$ cat src/rtl/seg_scan_ctrl.sv
`default_nettype none
// ============================================================================
//  Module   : seg_scan_ctrl
//  Purpose  : Time-multiplexed scan controller for a multi-digit 7-segment
//             display sharing one BCD decoder across all digit positions.
//  Revision : 1.0  initial release
// ============================================================================
module seg_scan_ctrl #(
    parameter int NUM_DIGITS     = 4,
    parameter int REFRESH_DIV    = 50000,
    parameter int BLANK_CYCLES   = 2,
    parameter int SEL_ACTIVE_LOW = 0
) (
    input  logic                    clk,
    input  logic                    rst,
    input  logic                    enable,
    input  logic                    load,
    input  logic [4*NUM_DIGITS-1:0] bcd_in,
    input  logic [NUM_DIGITS-1:0]   dp_in,
    input  logic                    lz_blank,
    output logic [3:0]              bcd_out,
    output logic                    dp_out,
    output logic [NUM_DIGITS-1:0]   dig_sel,
    output logic                    frame_done,
    output logic                    pending
);

    localparam int c_IDX_W = (NUM_DIGITS > 1)   ? $clog2(NUM_DIGITS)   : 1;
    localparam int c_REF_W = (REFRESH_DIV > 1)  ? $clog2(REFRESH_DIV)  : 1;
    localparam int c_BLK_W = (BLANK_CYCLES > 1) ? $clog2(BLANK_CYCLES) : 1;

    localparam logic [c_IDX_W-1:0] c_IDX_LAST = c_IDX_W'(NUM_DIGITS - 1);
    localparam logic [c_REF_W-1:0] c_REF_LAST = c_REF_W'(REFRESH_DIV - 1);
    localparam logic [c_BLK_W-1:0] c_BLK_LAST = c_BLK_W'(BLANK_CYCLES - 1);

    localparam logic [NUM_DIGITS-1:0] c_SEL_OFF =
        (SEL_ACTIVE_LOW != 0) ? {NUM_DIGITS{1'b1}} : {NUM_DIGITS{1'b0}};

    localparam logic [1:0] c_S_OFF   = 2'd0;
    localparam logic [1:0] c_S_BLANK = 2'd1;
    localparam logic [1:0] c_S_SHOW  = 2'd2;

    logic [1:0]              r_state;
    logic [c_IDX_W-1:0]      r_idx;
    logic [c_REF_W-1:0]      r_ref_cnt;
    logic [c_BLK_W-1:0]      r_blk_cnt;
    logic [4*NUM_DIGITS-1:0] r_active;
    logic [NUM_DIGITS-1:0]   r_active_dp;
    logic [4*NUM_DIGITS-1:0] r_shadow;
    logic [NUM_DIGITS-1:0]   r_shadow_dp;
    logic                    r_pending;
    logic [3:0]              r_bcd;
    logic                    r_dp;
    logic [NUM_DIGITS-1:0]   r_sel;
    logic                    r_frame_done;

    logic [1:0]              w_state_nxt;
    logic [c_IDX_W-1:0]      w_idx_nxt;
    logic [c_REF_W-1:0]      w_ref_nxt;
    logic [c_BLK_W-1:0]      w_blk_nxt;
    logic                    w_wrap;
    logic                    w_commit;
    logic                    w_run;
    logic [NUM_DIGITS-1:0]   w_sel_hot;
    logic [3:0]              w_sel_bcd;
    logic                    w_sel_dp;

    always_comb begin
        w_state_nxt = r_state;
        w_idx_nxt   = r_idx;
        w_ref_nxt   = r_ref_cnt;
        w_blk_nxt   = r_blk_cnt;
        w_wrap      = 1'b0;
        case (r_state)
            c_S_OFF: begin
                w_idx_nxt = '0;
                w_ref_nxt = '0;
                w_blk_nxt = '0;
                if (enable) w_state_nxt = c_S_BLANK;
            end
            c_S_BLANK: begin
                if (r_blk_cnt == c_BLK_LAST) begin
                    w_blk_nxt   = '0;
                    w_state_nxt = c_S_SHOW;
                end else begin
                    w_blk_nxt = r_blk_cnt + 1'b1;
                end
            end
            c_S_SHOW: begin
                if (r_ref_cnt == c_REF_LAST) begin
                    w_ref_nxt   = '0;
                    w_state_nxt = c_S_BLANK;
                    if (r_idx == c_IDX_LAST) begin
                        w_idx_nxt = '0;
                        w_wrap    = 1'b1;
                    end else begin
                        w_idx_nxt = r_idx + 1'b1;
                    end
                end else begin
                    w_ref_nxt = r_ref_cnt + 1'b1;
                end
            end
            default: w_state_nxt = c_S_OFF;
        endcase
        // Dropping enable aborts the frame outright: no wrap, no frame_done.
        if (!enable) begin
            w_state_nxt = c_S_OFF;
            w_idx_nxt   = '0;
            w_ref_nxt   = '0;
            w_blk_nxt   = '0;
            w_wrap      = 1'b0;
        end
    end

    // Shadow reaches the display only between frames, so a frame never tears.
    assign w_commit = r_pending && ((r_state == c_S_OFF) || w_wrap);

    // Scan from the most significant digit down to track the leading-zero run.
    always_comb begin
        w_sel_bcd = 4'hF;
        w_sel_dp  = 1'b0;
        w_sel_hot = '0;
        w_run     = 1'b1;
        for (int i = NUM_DIGITS - 1; i >= 0; i--) begin
            w_run = w_run & (r_active[4*i +: 4] == 4'd0);
            if (w_idx_nxt == c_IDX_W'(i)) begin
                w_sel_hot[i] = 1'b1;
                w_sel_dp     = r_active_dp[i];
                w_sel_bcd    = (lz_blank && (i != 0) && w_run) ? 4'hF : r_active[4*i +: 4];
            end
        end
    end

    always_ff @(posedge clk) begin
        if (rst) begin
            r_state      <= c_S_OFF;
            r_idx        <= '0;
            r_ref_cnt    <= '0;
            r_blk_cnt    <= '0;
            r_active     <= '0;
            r_active_dp  <= '0;
            r_shadow     <= '0;
            r_shadow_dp  <= '0;
            r_pending    <= 1'b0;
            r_bcd        <= 4'hF;
            r_dp         <= 1'b0;
            r_sel        <= c_SEL_OFF;
            r_frame_done <= 1'b0;
        end else begin
            r_state      <= w_state_nxt;
            r_idx        <= w_idx_nxt;
            r_ref_cnt    <= w_ref_nxt;
            r_blk_cnt    <= w_blk_nxt;
            r_frame_done <= w_wrap;
            if (w_commit) begin
                r_active    <= r_shadow;
                r_active_dp <= r_shadow_dp;
            end
            if (load) begin
                r_shadow    <= bcd_in;
                r_shadow_dp <= dp_in;
            end
            if (load)          r_pending <= 1'b1;
            else if (w_commit) r_pending <= 1'b0;
            if (w_state_nxt == c_S_SHOW) begin
                r_sel <= w_sel_hot ^ c_SEL_OFF;
                r_bcd <= w_sel_bcd;
                r_dp  <= w_sel_dp;
            end else begin
                r_sel <= c_SEL_OFF;
                r_bcd <= 4'hF;
                r_dp  <= 1'b0;
            end
        end
    end

    assign bcd_out    = r_bcd;
    assign dp_out     = r_dp;
    assign dig_sel    = r_sel;
    assign frame_done = r_frame_done;
    assign pending    = r_pending;

endmodule
`default_nettype wire
$ cat config.mk
export PLATFORM = sky130hd
export DESIGN_NAME = seg_scan_ctrl
export DESIGN_NICKNAME = d
export VERILOG_FILES = /design/src/rtl/seg_scan_ctrl.sv
export SDC_FILE = /design/constraint.sdc
export NUM_CORES = 1
export LEC_CHECK = 0
export BUFFER_PORTS_ARGS = -buffer_cell sky130_fd_sc_hd__buf_2
export CORE_AREA = 3 3 138 73
export CTS_CLUSTER_SIZE = 30
export DETAILED_ROUTE_END_ITERATION = 10
export DIE_AREA = 0 0 141 76
export SETUP_SLACK_MARGIN = 0.3
export SLEW_MARGIN = 20
export SYNTH_ARGS = -nofsm -noshare
export SYNTH_HDL_FRONTEND = slang
export SYNTH_SLANG_ARGS = --single-unit
$ cat constraint.sdc
create_clock -name clk -period 2.6 [get_ports clk]
set_clock_uncertainty 0.2 [all_clocks]
set_input_delay 0.13 -clock clk [delete_from_list [all_inputs] [get_ports clk]]
set_output_delay 0.13 -clock clk [all_outputs]
set_load 0.02 [all_outputs]
Word level (Yosys, flattened, before mapping)
Cells that the tools add are included.
{ "word_totals": {"out_inout_bits": 11, "register_bits": 72} }
{ "op_classes": {"bitwise_logic": 4, "addsub": 3, "eq_ne": 8, "n_reduce_logical": 15, "n_mux": 33} }
{ "op_table": {"columns": ["operator", "count"], "rows": [
  ["case mux 16 bit (2 select lines)", 1],
  ["2-to-1 mux 4 bit", 7],
  ["adder 16 x 1 -> 16 bit (second input constant)", 1],
  ["equality test 16 bit (second input constant)", 1],
  ["2-to-1 mux 16 bit", 1],
  ["2-to-1 mux 1 bit", 15],
  ["zero test 4 bit", 3],
  ["2-to-1 mux 2 bit", 6],
  ["equality test 2 bit (second input constant)", 5],
  ["case mux 2 bit (3 select lines)", 1],
  ["nonzero test 2 bit", 3],
  ["equality test 2 x 1 -> 1 bit (second input constant)", 2],
  ["logical AND 1 bit", 4],
  ["zero test 2 bit", 2],
  ["case mux 2 bit (2 select lines)", 1],
  ["OR reduction 2 bit", 2],
  ["adder 2 x 1 -> 2 bit (second input constant)", 1],
  ["bitwise AND 1 bit", 2],
  ["NOT 1 bit", 2],
  ["case mux 1 bit (2 select lines)", 1],
  ["adder 1 bit (second input constant)", 1],
  ["logical OR 1 bit", 1]
]} }

Longest topological paths before layout
Gate-level depths: netlist (run 1).
{ "depth": {"ltp_word": 10, "ltp_mapped": 8, "depth_no_buf": 6} }

Least setup slack after synthesis (run 1)
Ideal clock, no wire load.
{ "synth_timing": {"path_kind": "register to register", "startpoint": "register r_ref_cnt[7]", "endpoint": "register r_dp (netlist: dp_out)", "arrival_ns": 2.489, "period_less_slack_ns": 2.809, "n_path_buf": 3, "setup_slack_ns": -0.209, "path_stages_with_launch": 9, "cell_sequence": "dfxtp_1 > buf_6 > or4b_4 > or4_1 > buf_2 > o311a_1 > buf_6 > mux2_4 > o2bb2ai_1"} }
{ "synth_via": {"elab_chain_cells": 9, "word_cells_on_any_way": 18} }
{ "synth_lines": {"columns": ["element", "line", "source"], "rows": [
  ["start: declaration", "45", "logic [c_REF_W-1:0] r_ref_cnt;"],
  ["start signal: assignment", "152", "r_ref_cnt <= w_ref_nxt;"],
  ["equality test 16 bit *", "90", "if (r_ref_cnt == c_REF_LAST) begin"],
  ["2-to-1 mux 2 bit", "90", null],
  ["case mux 2 bit (2 select lines)", "74", "case (r_state)"],
  ["2-to-1 mux 2 bit", "106", "if (!enable) begin"],
  ["equality test 2 bit", "126", "if (w_idx_nxt == c_IDX_W'(i)) begin"],
  ["2-to-1 mux 1 bit (4 in series)", "126", null],
  ["end signal: assignment", "168", "r_dp <= w_sel_dp;"],
  ["end: declaration", "53", "logic r_dp;"]
]} }
Mark *: on every way between the ends. The rest lies on a longest branch, timed or not.
A chain may end at the register's enable or synchronous reset.

Final worst setup path (run 1)
{ "layout_timing": {"startpoint": "register r_ref_cnt[14]", "endpoint": "register r_bcd[2] (netlist: bcd_out[2])"} }
{ "layout_via": {"elab_chain_cells": 9, "word_cells_on_any_way": 18} }
{ "layout_lines": {"columns": ["element", "line", "source"], "rows": [
  ["equality test 16 bit *", "90", null],
  ["2-to-1 mux 2 bit", "90", null],
  ["case mux 2 bit (2 select lines)", "74", null],
  ["2-to-1 mux 2 bit", "106", null],
  ["equality test 2 bit", "126", null],
  ["2-to-1 mux 4 bit (4 in series)", "126", null],
  ["end signal: assignment", "167", "r_bcd <= w_sel_bcd;"],
  ["end: declaration", "52", "logic [3:0] r_bcd;"]
]} }
Marks and branches as above.

==> summary.md, run 1 <==
| Metric | Value |
|---|---|
| Status | finished, final reports clean |
| Clock period minus worst slack | 2.521 ns |
| Drt drc | 0 |
| Gr usage total | between 10% and 20% |
| DIE HEIGHT | roughly 76 um |
| Reg-to-reg setup timing slack | 0.08 ns |
| Final RePlAce weighted congestion | 0.7686 |
| Initial DRC count | 151 |
| Tcrit/Tclk final | roughly 97% |
| Yosys top cell by area | dfxtp_1 |
| Layout Nets | roughly 440 |
| H-Tree Depth | 3 |
| IO buf count | 35 |
| Hold path cells | 5 |
| Die area | 10720 sq um |
| DP Wirelength | 4564 um |
| Initial Utilization | 35.28% |
| Worst hold slack | 0.2253 ns |
| Hold Crit Class | input port to register |
| Most frequent cells in the layout | nor2_1, dfxtp_1, mux2i_1, buf_2, buf_4 |
| Syn_area_per_cell | 9.493 sq um |
| CTS tree | yes |
| Chip width | around 140 um |
| Root Buffer | clkbuf_16 |
| Commonest non-fill, non-tap cell in the layout | nor2_1 |
| P_leak | around 1.9 nW |
| Count of pins over their slew limit | 0 |
| Antenna Cells | 0 |
| First-pass GRT wire length | around 11000 um |
| Normalized max-slew margin | 54.59% |
| Setup violations, final | 0 |
| DRT Pass-1 Iters | 4 |
| Unrepaired setup endpoints after global routing | yes |
| Pwr per Cell Area | 583.7 nW/um^2 |
| Avg WL per Cell | 13.25 um |
| Crit path DAT | about 2.6 ns |
| Max VDD drop | 0.3201 mV |
| Layout cells sized above 1 | 26.86% |
| Initial antenna violation count | 0 |
| Vias in the first global route | 2408 |
| Worst-path clk slew | 0.06 ns |
| Area added between synthesis and finish | 38.37% |
| Final hold vios | 0 |
| Seq/Total Area, Yosys | around 46% |
| Setup crit start kind | register |
| IO Count | 36 |
| Worst path bufs/invs | 1 |
| Async SR Flop Fraction | 0% |
| Placement row count | 24 |
| Largest net degree at the start of global routing | 44 |
| Fmax | 396.7 MHz |
| CTS Buffer Depth | 2 |
| Synthesized flop and latch total | 72 |
| Post-synth top area share | 46.43% |
| Routed vias/inst | 4.766 |
| Ys Warns | 0 |
| Top post-synthesis cells by area | dfxtp_1, mux2i_1, nor2_1 |
| Core area | 8798 sq um |
| Reg2Reg Depth | 6 |
| Final core occ | 48.82% |
| Synth Flop Type | dfxtp_1 |
| Mapped Cells | 327 |
| Syn Nets | 354 |
| Slowest CP cell | or4bb_4 |
| Critical path class | register to register |
| Final ANT Viol Nets | 0 |
| EDFF count, synth | 0 |
| CP Cell Sequence | or4bb_4, or4_4, o31a_1, buf_6, mux2i_2, a2bb2oi_1 |
| Max-cap check violation count | 0 |
| Worst-Margin Slew | 0.6720 ns |
| Crit path max-delay family | simple AND/OR/NAND/NOR gates |
| CP max stage delay | between 0.5 and 0.6 ns |
| Crit Reg-Reg Endpoint | bcd_out[2] |
| Worst-Skew Late Latency | 0.33 ns |
| GR Overflow Total | 0 |
| Hold_sp | lz_blank |
| Worst Hold End | bcd_out[3] |
| Clk sinks | 72 |
| Final wirelength | just over 7000 um |
| Via count | 2545 |
| CTS buffer count | 9 |
| Reg2reg start | r_ref_cnt[14] |
| Crit. End Element | register |
| Cell Area, Synth | 3104 sq um |
| Peak fanout along the critical path | 4 |
| CP Data Required Time | 2.66 ns |
| Synth cell types | 50 |
cells by family after synthesis:
group,synth area share [%]
adder cells (fa/ha/maj),0.8060
AND/OR/NAND/NOR,20.72
XOR/XNOR,1.975
AO/OA/AOI/OAI,10.28
multiplexers,16.93
flip-flops,46.43
buffers and inverters,2.862
synthesized netlist by cell type, types with 2 or more instances:
cell and count:
o41ai_1 2, nand2_1 9, nand3_1 9, nor3_1 4
clkbuf_1 12, a22oi_1 2, and2_1 4, nor2_1 69
nand4_1 3, mux2i_1 51, xnor2_1 6, nor4_1 2
buf_2 2, or2_2 2, o21ai_0 6, buf_6 2
a21oi_1 10, and4_1 3, nor3b_1 2, dfxtp_1 72
ha_1 2, a31oi_1 6, or3_1 2, and3_1 4
a31o_2 2, or4bb_1 2, buf_1 2, o21bai_1 4
nor2b_1 7, a311oi_1 2, a2bb2oi_1 3
area by class of cell:
class / count / area, sq um
Fill cell: 817 / 4503
Multi-Input combinational cell: 236 / 1675
Sequential cell: 72 / 1448
Timing Repair Buffer: 95 / 747.0
Clock buffer: 10 / 229.0
Tap cell: 117 / 146.4
Clock inverter: 3 / 46.29
Inverter: 1 / 3.754
state kept, by name (all words and copies together) (netlist names):
register / cells
r_state: 2
r_ref_cnt: 16
r_active_dp: 4
pending: 1
r_blk_cnt: 1
bcd_out: 4
r_shadow: 16
r_idx: 2
r_shadow_dp: 4
dp_out: 1
dig_sel: 4
frame_done: 1
r_active: 16
worst max-delay path by stage:
stage | end | cells past startpoint | from
6_report | bcd_out[2] | 6 | r_ref_cnt[14]
5_1_grt | bcd_out[3] | 6 | r_ref_cnt[12]
4_1_cts | dp_out | 5 | r_ref_cnt[4]
3_5_place_dp | dp_out | 5 | r_ref_cnt[5]
3_3_place_gp | dp_out | 5 | r_ref_cnt[5]
2_1_floorplan | dp_out | 7 | r_ref_cnt[8]
metal layers:
layer / share of wire [%] / routed length, um / up-vias / global-route usage, %
met5: 0 / 0 / - / 0
met4: 1.4 / 99 / 0 / 3.772
met3: 3.3 / 234 / 10 / 4.702
met2: 48 / 3364 / 33 / 21.18
met1: 48 / 3376 / 1171 / 16.00
li1: - / - / 1331 / -
repair_timing:
| item | in CTS | in global routing |
|---|---|---|
| hold buffers | 22 | 0 |
| gates cloned | 0 | 3 |
| setup buffers | 3 | 3 |
| gates resized for setup | 8 | 15 |
| pin swaps | 2 | 4 |
| setup endpoints to repair | 11 | 44 |
| hold endpoints to repair | 22 | 0 |
through the flow:
stage / cell area (sq um) / std cells / TNS (ns) / power, mW / worst slack [ns]
floorplan: 3124 / 327 / -0.1037 / 1.276 / -0.08462
global placement: 3591 / 490 / 0 / 1.326 / 0.03720
detailed placement: 3591 / 490 / 0 / 1.327 / 0.02087
CTS: 4145 / 528 / 0 / 2.518 / 0.1190
global route: 4295 / 534 / 0 / 2.597 / 0.01421
finish: 4295 / 534 / 0 / 2.507 / 0.07944
worst min-delay path, delay by kind of cell:
kind	cells	cell delay, ns
and+or+nand+nor	2	0.27
AOI/OAI and AO/OA	1	0.12
buffers and inverters	1	0.11
muxes	1	0.08
where the power goes:
group / internal [mW] / switching (mW)
Clock: 0.727 / 0.434
Combinational: 0.105 / 0.0916
Sequential: 1.13 / 0.0177
Total: 1.96 / 0.543
Note: power is estimated with default switching activity, not from simulation.
==> run 2: changes to the inputs <==
--- a/config.mk
+++ b/config.mk
@@ -6,10 +6,10 @@
 export NUM_CORES = 1
 export LEC_CHECK = 0
 export BUFFER_PORTS_ARGS = -buffer_cell sky130_fd_sc_hd__buf_2
-export CORE_AREA = 3 3 138 73
+export CORE_AREA = 5 5 140 75
 export CTS_CLUSTER_SIZE = 30
 export DETAILED_ROUTE_END_ITERATION = 10
-export DIE_AREA = 0 0 141 76
+export DIE_AREA = 0 0 145 80
 export SETUP_SLACK_MARGIN = 0.3
 export SLEW_MARGIN = 20
 export SYNTH_ARGS = -nofsm -noshare
==> run 2 against run 1 <==
  * The run now ends with negative setup slack left
  * Flip-flop and latch count stayed put
  * Global-route usage is 1.4 points higher
  * Final cell count rose by 0.56%
  * Cell area is 0.67% higher
  * Register-to-register slack worse by 0.08 ns
  * Non-clock buffer count down 4
  * Critical endpoint unchanged
  * Largest cell class unchanged
  * Highest routed layer unchanged
==> summary.md, run 2 (synthesized netlist as in run 1, its figures left out) <==
| Metric | Value |
|---|---|
| Hold Crit Class | input port to register |
| Initial Utilization | 33.87% (-1.4 points) |
| IO Count | 36 (unchanged) |
| Gr usage total | 14.33% (+1.4 points) |
| Area after DPL | 3583 sq um (-0.21%) |
| Final ANT Viol Nets | 0 (unchanged) |
| Status | finished with violations |
| Pwr per Cell Area | 575.3 nW/um^2 (-1.4%) |
| Final hold vios | 0 (unchanged) |
| Die area | 11600 sq um (+8.2%) |
| Area added between synthesis and finish | 39.30% |
| Hold path cells | 4 (-1) |
| Reg2Reg Depth | 6 (unchanged) |
| DIE HEIGHT | 80 um (+5.3%) |
| CP max stage delay | 0.57 ns (about the same) |
| Worst-Margin Slew | 0.6763 ns (+0.004328 ns) |
| Unrepaired setup endpoints after global routing | yes |
| Failing checks | negative setup slack |
| Post-route cell area | 4324 sq um (+0.67%) |
| Critical path class | register to register |
| Worst-path clk slew | 0.06 ns (about the same) |
| Reg-to-reg setup timing slack | -0.001 ns (-0.08 ns) |
| Hold_sp | rst |
| Crit Reg-Reg Endpoint | bcd_out[2] |
| Tcrit/Tclk final | 100.1% (+3.1 points) |
| Largest regs | r_active (16), r_ref_cnt (16), r_shadow (16) |
| Worst-Skew Late Latency | 0.33 ns (about the same) |
| Worst hold slack | 0.08915 ns (-0.1362 ns) |
| Via count | 2732 (+7.3%) |
| CP Data Required Time | 2.60 ns (-0.06 ns) |
| Setup crit start kind | register |
| IO buf count | 35 (unchanged) |
| Final core occ | 47.18% (-1.6 points) |
| Final RePlAce weighted congestion | 0.8581 (+12%) |
| Core area | 9165 sq um (+4.2%) |
| Layout Nets | 438 (-0.90%) |
| Chip width | 145 um (+2.8%) |
| Normalized max-slew margin | 54.30% (-0.29 points) |
| Setup violations, final | 1 (+1) |
| Root Buffer | clkbuf_16 |
| Worst Hold End | r_ref_cnt[6] |
| DRT Pass-1 Iters | 4 (unchanged) |
| Initial antenna violation count | 0 (unchanged) |
| CTS tree | yes |
| GR Overflow Total | 0 (unchanged) |
| Vias in the first global route | 2417 (+0.37%) |
| Fmax | 384.4 MHz (-3.1%) |
| DP Worst Slack | -0.1326 ns (-0.1534 ns) |
| CTS Buffer Depth | 2 (unchanged) |
| P_leak | 1.867 nW (-1.2%) |
| First-pass GRT wire length | 13140 um (+16%) |
| CTS buffer count | 9 (unchanged) |
| Routed vias/inst | 5.088 (+6.7%) |
| Placement row count | 25 (+4.2%) |
| Final non-filler cell total | 537 (+0.56%) |
| Clock period minus worst slack | 2.601 ns (+0.08078 ns) |
| Placed Cells | 494 (+0.82%) |
| Final wirelength | 8496 um (+20%) |
| Avg WL per Cell | 15.82 um (+19%) |
| Layout cells sized above 1 | 28.85% (+2.0 points) |
| Drt drc | 0 (unchanged) |
| Crit. End Element | register |
| Fin Setup TNS | -0.001338 ns (-0.001338 ns) |
| Max VDD drop | 0.3565 mV (+11%) |
| Slowest CP cell | or4_4 |
| Pwr Total | 2.488 mW (-0.79%) |
| Antenna Cells | 0 (unchanged) |
| Reg2reg start | r_ref_cnt[5] |
| Most frequent cells in the layout | nor2_1, dfxtp_1, mux2i_1, buf_2, buf_4 |
| Max-cap check violation count | 0 (unchanged) |
| Initial DRC count | 211 (+40%) |
| Count of pins over their slew limit | 0 (unchanged) |
| Post-route setup slack | -0.001338 ns (-0.08078 ns) |
| CP Cell Sequence | or4bb_4, or4_4, mux2i_2, nand3_2, buf_4, a2bb2oi_1 |
| Peak fanout along the critical path | 4 (unchanged) |
| DP Wirelength | 5789 um (+27%) |
| H-Tree Depth | 3 (unchanged) |
| Clk sinks | 72 (unchanged) |
| Largest net degree at the start of global routing | 44 (unchanged) |
| Crit path DAT | 2.61 ns (+0.03 ns) |
## run 2: cell types whose count changed in the layout (fill, tap and decap cells not counted), moves of 2 or more
| cell | change |
|---|---|
| inv_6 | +2 |
| nor2_1 | -2 |
| mux2i_2 | +3 |
| mux2i_1 | -3 |
| buf_4 | -3 |
| and2_4 | +2 |
| and2_1 | -2 |
## run 2: routing by layer
layer / wire length (um) / share of wire [%] / global-route usage [%] / vias up
li1: - / - / - / 1342
met1: 4733 / 56 / 22.47 / 1302
met2: 3186 / 38 / 18.11 / 81
met3: 511 / 6.0 / 4.594 / 7
met4: 65 / 0.77 / 3.383 / 0
met5: 0 / 0 / 0 / -
## run 2: power by group
part	switching (mW)	internal (mW)	leakage, nW
logic	0.0983	0.104	1.15
clock network	0.481	0.653	0.132
registers	0.0202	1.13	0.588
## run 2: how the worst max path moves through the flow
stage / slack [ns] / from / depth (start not counted) / to
global route: -0.05 / r_ref_cnt[8] / 6 / bcd_out[2]
CTS: 0.05 / r_ref_cnt[5] / 5 / bcd_out[0]
finish: -0.001 / r_ref_cnt[5] / 6 / bcd_out[2]
global placement: 0.02 / r_ref_cnt[8] / 5 / dp_out
detailed placement: -0.13 / r_ref_cnt[14] / 6 / bcd_out[0]
floorplan: -0.08 / r_ref_cnt[8] / 7 / dp_out
## run 2: area by class of cell
cell class              count  area (sq um)
fillers                   860          4841
clock buffers               9         225.2
flip-flops and latches     72          1448
well taps                 121         151.4
multi-input cells         236          1727
clock inverters             7         55.05
repair buffers             91         714.4
inverters                   1         3.754
## run 2: critical path: cells and delay by family, from the launching register on
kind	cells	cell delay, ns
multiplexers	1	0.34
AND/OR/NAND/NOR	3	1.29
buffers and inverters	1	0.19
flip-flops	1	0.32
AO/OA/AOI/OAI	1	0.14
## run 2: what timing repair did
action | in CTS | in global routing
hold endpoints to repair | 21 | 0
pin swaps | 3 | 1
cloned | 0 | 3
setup endpoints to repair | 42 | 43
hold buffers | 21 | 0
setup buffers | 2 | 1
gates resized for setup | 21 | 14
==> run 3: changes to the inputs <==
--- a/config.mk
+++ b/config.mk
@@ -5,11 +5,12 @@
 export SDC_FILE = /design/constraint.sdc
 export NUM_CORES = 1
 export LEC_CHECK = 0
+export ABC_AREA = 1
 export BUFFER_PORTS_ARGS = -buffer_cell sky130_fd_sc_hd__buf_2
-export CORE_AREA = 5 5 140 75
+export CORE_AREA = 5 5 141 76
 export CTS_CLUSTER_SIZE = 30
 export DETAILED_ROUTE_END_ITERATION = 10
-export DIE_AREA = 0 0 145 80
+export DIE_AREA = 0 0 146 81
 export SETUP_SLACK_MARGIN = 0.3
 export SLEW_MARGIN = 20
 export SYNTH_ARGS = -nofsm -noshare
==> run 3 against run 2 <==
  * The flow now finishes without violations
  * Combinational power is essentially flat
  * Clock-buffer cell count grew 1
  * Utilization shrank 3.6 points
  * Via count grew 6.6%
  * Fmax grew 24%
  * Cell area shrank 7.0%
  * Sequential power is essentially flat
  * First-iteration DRC count grew 42%
  * Register-to-register slack gained 0.51 ns
  * Largest cell class unchanged
==> summary.md, run 3 <==
| Metric | Value |
|---|---|
| Status | finished, final reports clean |
| DRT Pass-1 Iters | 4 (unchanged) |
| CTS tree | yes |
| Worst path bufs/invs | 1 (unchanged) |
| Syn Nets | 470 (+33%) |
| GR Overflow Total | 0 (unchanged) |
| Initial DRC count | 300 (+42%) |
| Hold Crit Class | input port to register |
| Crit path DAT | 2.11 ns (-0.50 ns) |
| Postcts setup bufs | 0 (-2) |
| Chip width | 146 um (+0.69%) |
| Post-route cell area | 4023 sq um (-7.0%) |
| Worst-Margin Slew | 0.6324 ns (-0.04392 ns) |
| DP Wirelength | 5902 um (+1.9%) |
| Vias in the first global route | 2599 (+7.5%) |
| Most frequent cells in the layout | nor2_1, dfxtp_1, nand2_1, inv_1, o21ai_0 |
| Antenna Cells | 0 (unchanged) |
| Crit. End Element | register |
| Mapped Cells | 443 (+35%) |
| Via count | 2911 (+6.6%) |
| Top post-synthesis cells by area | dfxtp_1, nor2_1, nand2_1 |
| Core area | 9228 sq um (+0.68%) |
| Final RePlAce weighted congestion | 0.8824 (+2.8%) |
| Pwr per Cell Area | 698.4 nW/um^2 (+21%) |
| IO buf count | 35 (unchanged) |
| Max-cap check violation count | 0 (unchanged) |
| Worst-path clk slew | 0.06 ns (about the same) |
| Worst hold slack | 0.07860 ns (-0.01055 ns) |
| Largest regs | r_active (16), r_ref_cnt (16), r_shadow (16) |
| DP Worst Slack | 0.5097 ns (+0.6423 ns) |
| Placed Cells | 588 (+19%) |
| Largest net degree at the start of global routing | 41 (-6.8%) |
| Yosys top cell by area | dfxtp_1 |
| Critical path class | register to register |
| Routed vias/inst | 4.650 (-8.6%) |
| Syn_area_per_cell | 7.126 sq um (-25%) |
| Final wirelength | 8112 um (-4.5%) |
| Count of pins over their slew limit | 0 (unchanged) |
| Commonest non-fill, non-tap cell in the layout | nor2_1 |
| Avg WL per Cell | 12.96 um (-18%) |
| Clock period minus worst slack | 2.089 ns (-0.5119 ns) |
| Pwr Total | 2.809 mW (+13%) |
| Post-synth top cells | nor2_1, dfxtp_1, nand2_1 |
| Final hold vios | 0 (unchanged) |
| Most frequent cell after synthesis | nor2_1 |
| Fin Setup TNS | 0 ns (+0.001338 ns) |
| Seq/Total Area, Yosys | 45.66% (-0.77 points) |
| Post-synth top area share | 45.66% (-0.77 points) |
| Die area | 11830 sq um (+1.9%) |
| IO Count | 36 (unchanged) |
| Ys Warns | 0 (unchanged) |
| Max VDD drop | 0.3282 mV (-7.9%) |
| Area after DPL | 3452 sq um (-3.7%) |
| Final ANT Viol Nets | 0 (unchanged) |
| Area added between synthesis and finish | 27.43% |
| Unrepaired setup endpoints after global routing | no |
| DIE HEIGHT | 81 um (+1.3%) |
| Initial Utilization | 34.21% (+0.34 points) |
| Gr usage total | 14.46% (+0.13 points) |
| Synth cell types | 31 (-38%) |
| H-Tree Depth | 3 (unchanged) |
| Worst-Skew Late Latency | 0.34 ns (about the same) |
| Drt drc | 0 (unchanged) |
| Async SR Flop Fraction | 0% (unchanged) |
| Layout cells sized above 1 | 16.83% (-12 points) |
| FILL cells | 935 (+8.7%) |
| Root Buffer | clkbuf_16 |
| CP Data Required Time | 2.62 ns (+0.02 ns) |
| Post-route setup slack | 0.5105 ns (+0.5119 ns) |
| Normalized max-slew margin | 57.79% (+3.5 points) |
| EDFF count, synth | 0 (unchanged) |
| Clk sinks | 72 (unchanged) |
| Crit path max-delay family | simple AND/OR/NAND/NOR gates |
| CTS Buffer Depth | 2 (unchanged) |
| Peak fanout along the critical path | 7 (+3) |
| P_leak | 1.710 nW (-8.4%) |
| CTS buffer count | 9 (unchanged) |
| Tcrit/Tclk final | 80.36% (-20 points) |
| Layout Nets | 527 (+20%) |
| First-pass GRT wire length | 13320 um (+1.4%) |
| Setup crit start kind | register |
| Final core occ | 43.59% (-3.6 points) |
| Fmax | 478.6 MHz (+24%) |
| CP max stage delay | 0.33 ns (-0.24 ns) |
| Setup violations, final | 0 (-1) |
| Final non-filler cell total | 626 (+17%) |
| Cell Area, Synth | 3157 sq um (+1.7%) |
| Slowest CP cell | dfxtp_1 |
| CP Cell Sequence | ha_1, nand3_2, nor2_2, nand2_2, nand3_2, o21ai_0, inv_1, nor2_4, nand2_1, nor2_1, nand2_1 |
| Initial antenna violation count | 0 (unchanged) |
| Placement row count | 25 (unchanged) |
| Synthesized flop and latch total | 72 (unchanged) |
| Synth Flop Type | dfxtp_1 |
## run 3: changes by cell type in the layout (fill, tap and decap cells not counted), moves of 15 or more
cell     before  now
a21oi_1      10   25
buf_4        27    4
inv_1         1   40
mux2i_1      47    0
nand2_1       8   66
nand3_1       8   23
nor2_1       67   94
o21ai_0       6   38
## run 3: final timing paths
kind                          to         start  slack, ns  cells after the start
setup / recovery      bcd_out[0]  r_ref_cnt[0]       0.51                     11
hold / removal    r_shadow_dp[0]          load       0.08                      3
setup reg to reg      bcd_out[0]  r_ref_cnt[0]       0.51                     11
hold reg to reg     r_active[11]  r_active[11]       0.27                      2
## run 3: kinds of logic after synthesis
kind of cell / count (synthesis) / share of synthesized area [%]
AOI/OAI and AO/OA: 77 / 12.60
xor gates and xnor gates: 2 / 0.5550
adders and majority gates: 2 / 0.7926
buffers and inverters: 65 / 8.403
DFF: 72 / 45.66
and+or+nand+nor: 225 / 31.99
## run 3: final cells by class
cell class                 instances  area (sq um)  share of cell area [%]
clock buffer                      10         229.0                   5.692
clock inverter                     6         116.4                   2.893
inverter                          49         183.9                   4.572
multi-input combinational        306          1455                   36.17
sequential                        72          1441                   35.83
tap                              121         151.4                   3.764
timing repair buffer              62         445.4                   11.07
## run 3: routing by layer
metal	track usage [%]	share of wire [%]	vias to the layer above
li1	-	-	1541
met5	0	0	-
met2	17.46	35	90
met1	22.81	56	1268
met3	4.682	7.7	12
met4	4.972	1.4	0
## run 3: power by group
part	leakage [nW]	switching (mW)	total (mW)	internal, mW
sequential	0.589	0.0269	1.18	1.15
clock	0.167	0.485	1.43	0.944
combinational	0.953	0.119	0.204	0.0850
total	1.71	0.630	2.81	2.18
## run 3: worst register-to-register path, stage by stage (launching register included)
cell	delay, ns
dfxtp_1	0.33
ha_1	0.24
nand3_2	0.15
nor2_2	0.06
nand2_2	0.10
nand3_2	0.17
o21ai_0	0.15
inv_1	0.10
nor2_4	0.18
nand2_1	0.07
nor2_1	0.15
nand2_1	0.07
## run 3: repair_timing
| action | in CTS | in global routing |
|---|---|---|
| resized for setup | 0 | 1 |
| endpoints found under the setup margin | 0 | 2 |
| hold buffers | 22 | 0 |
| hold endpoints to repair | 26 | 0 |
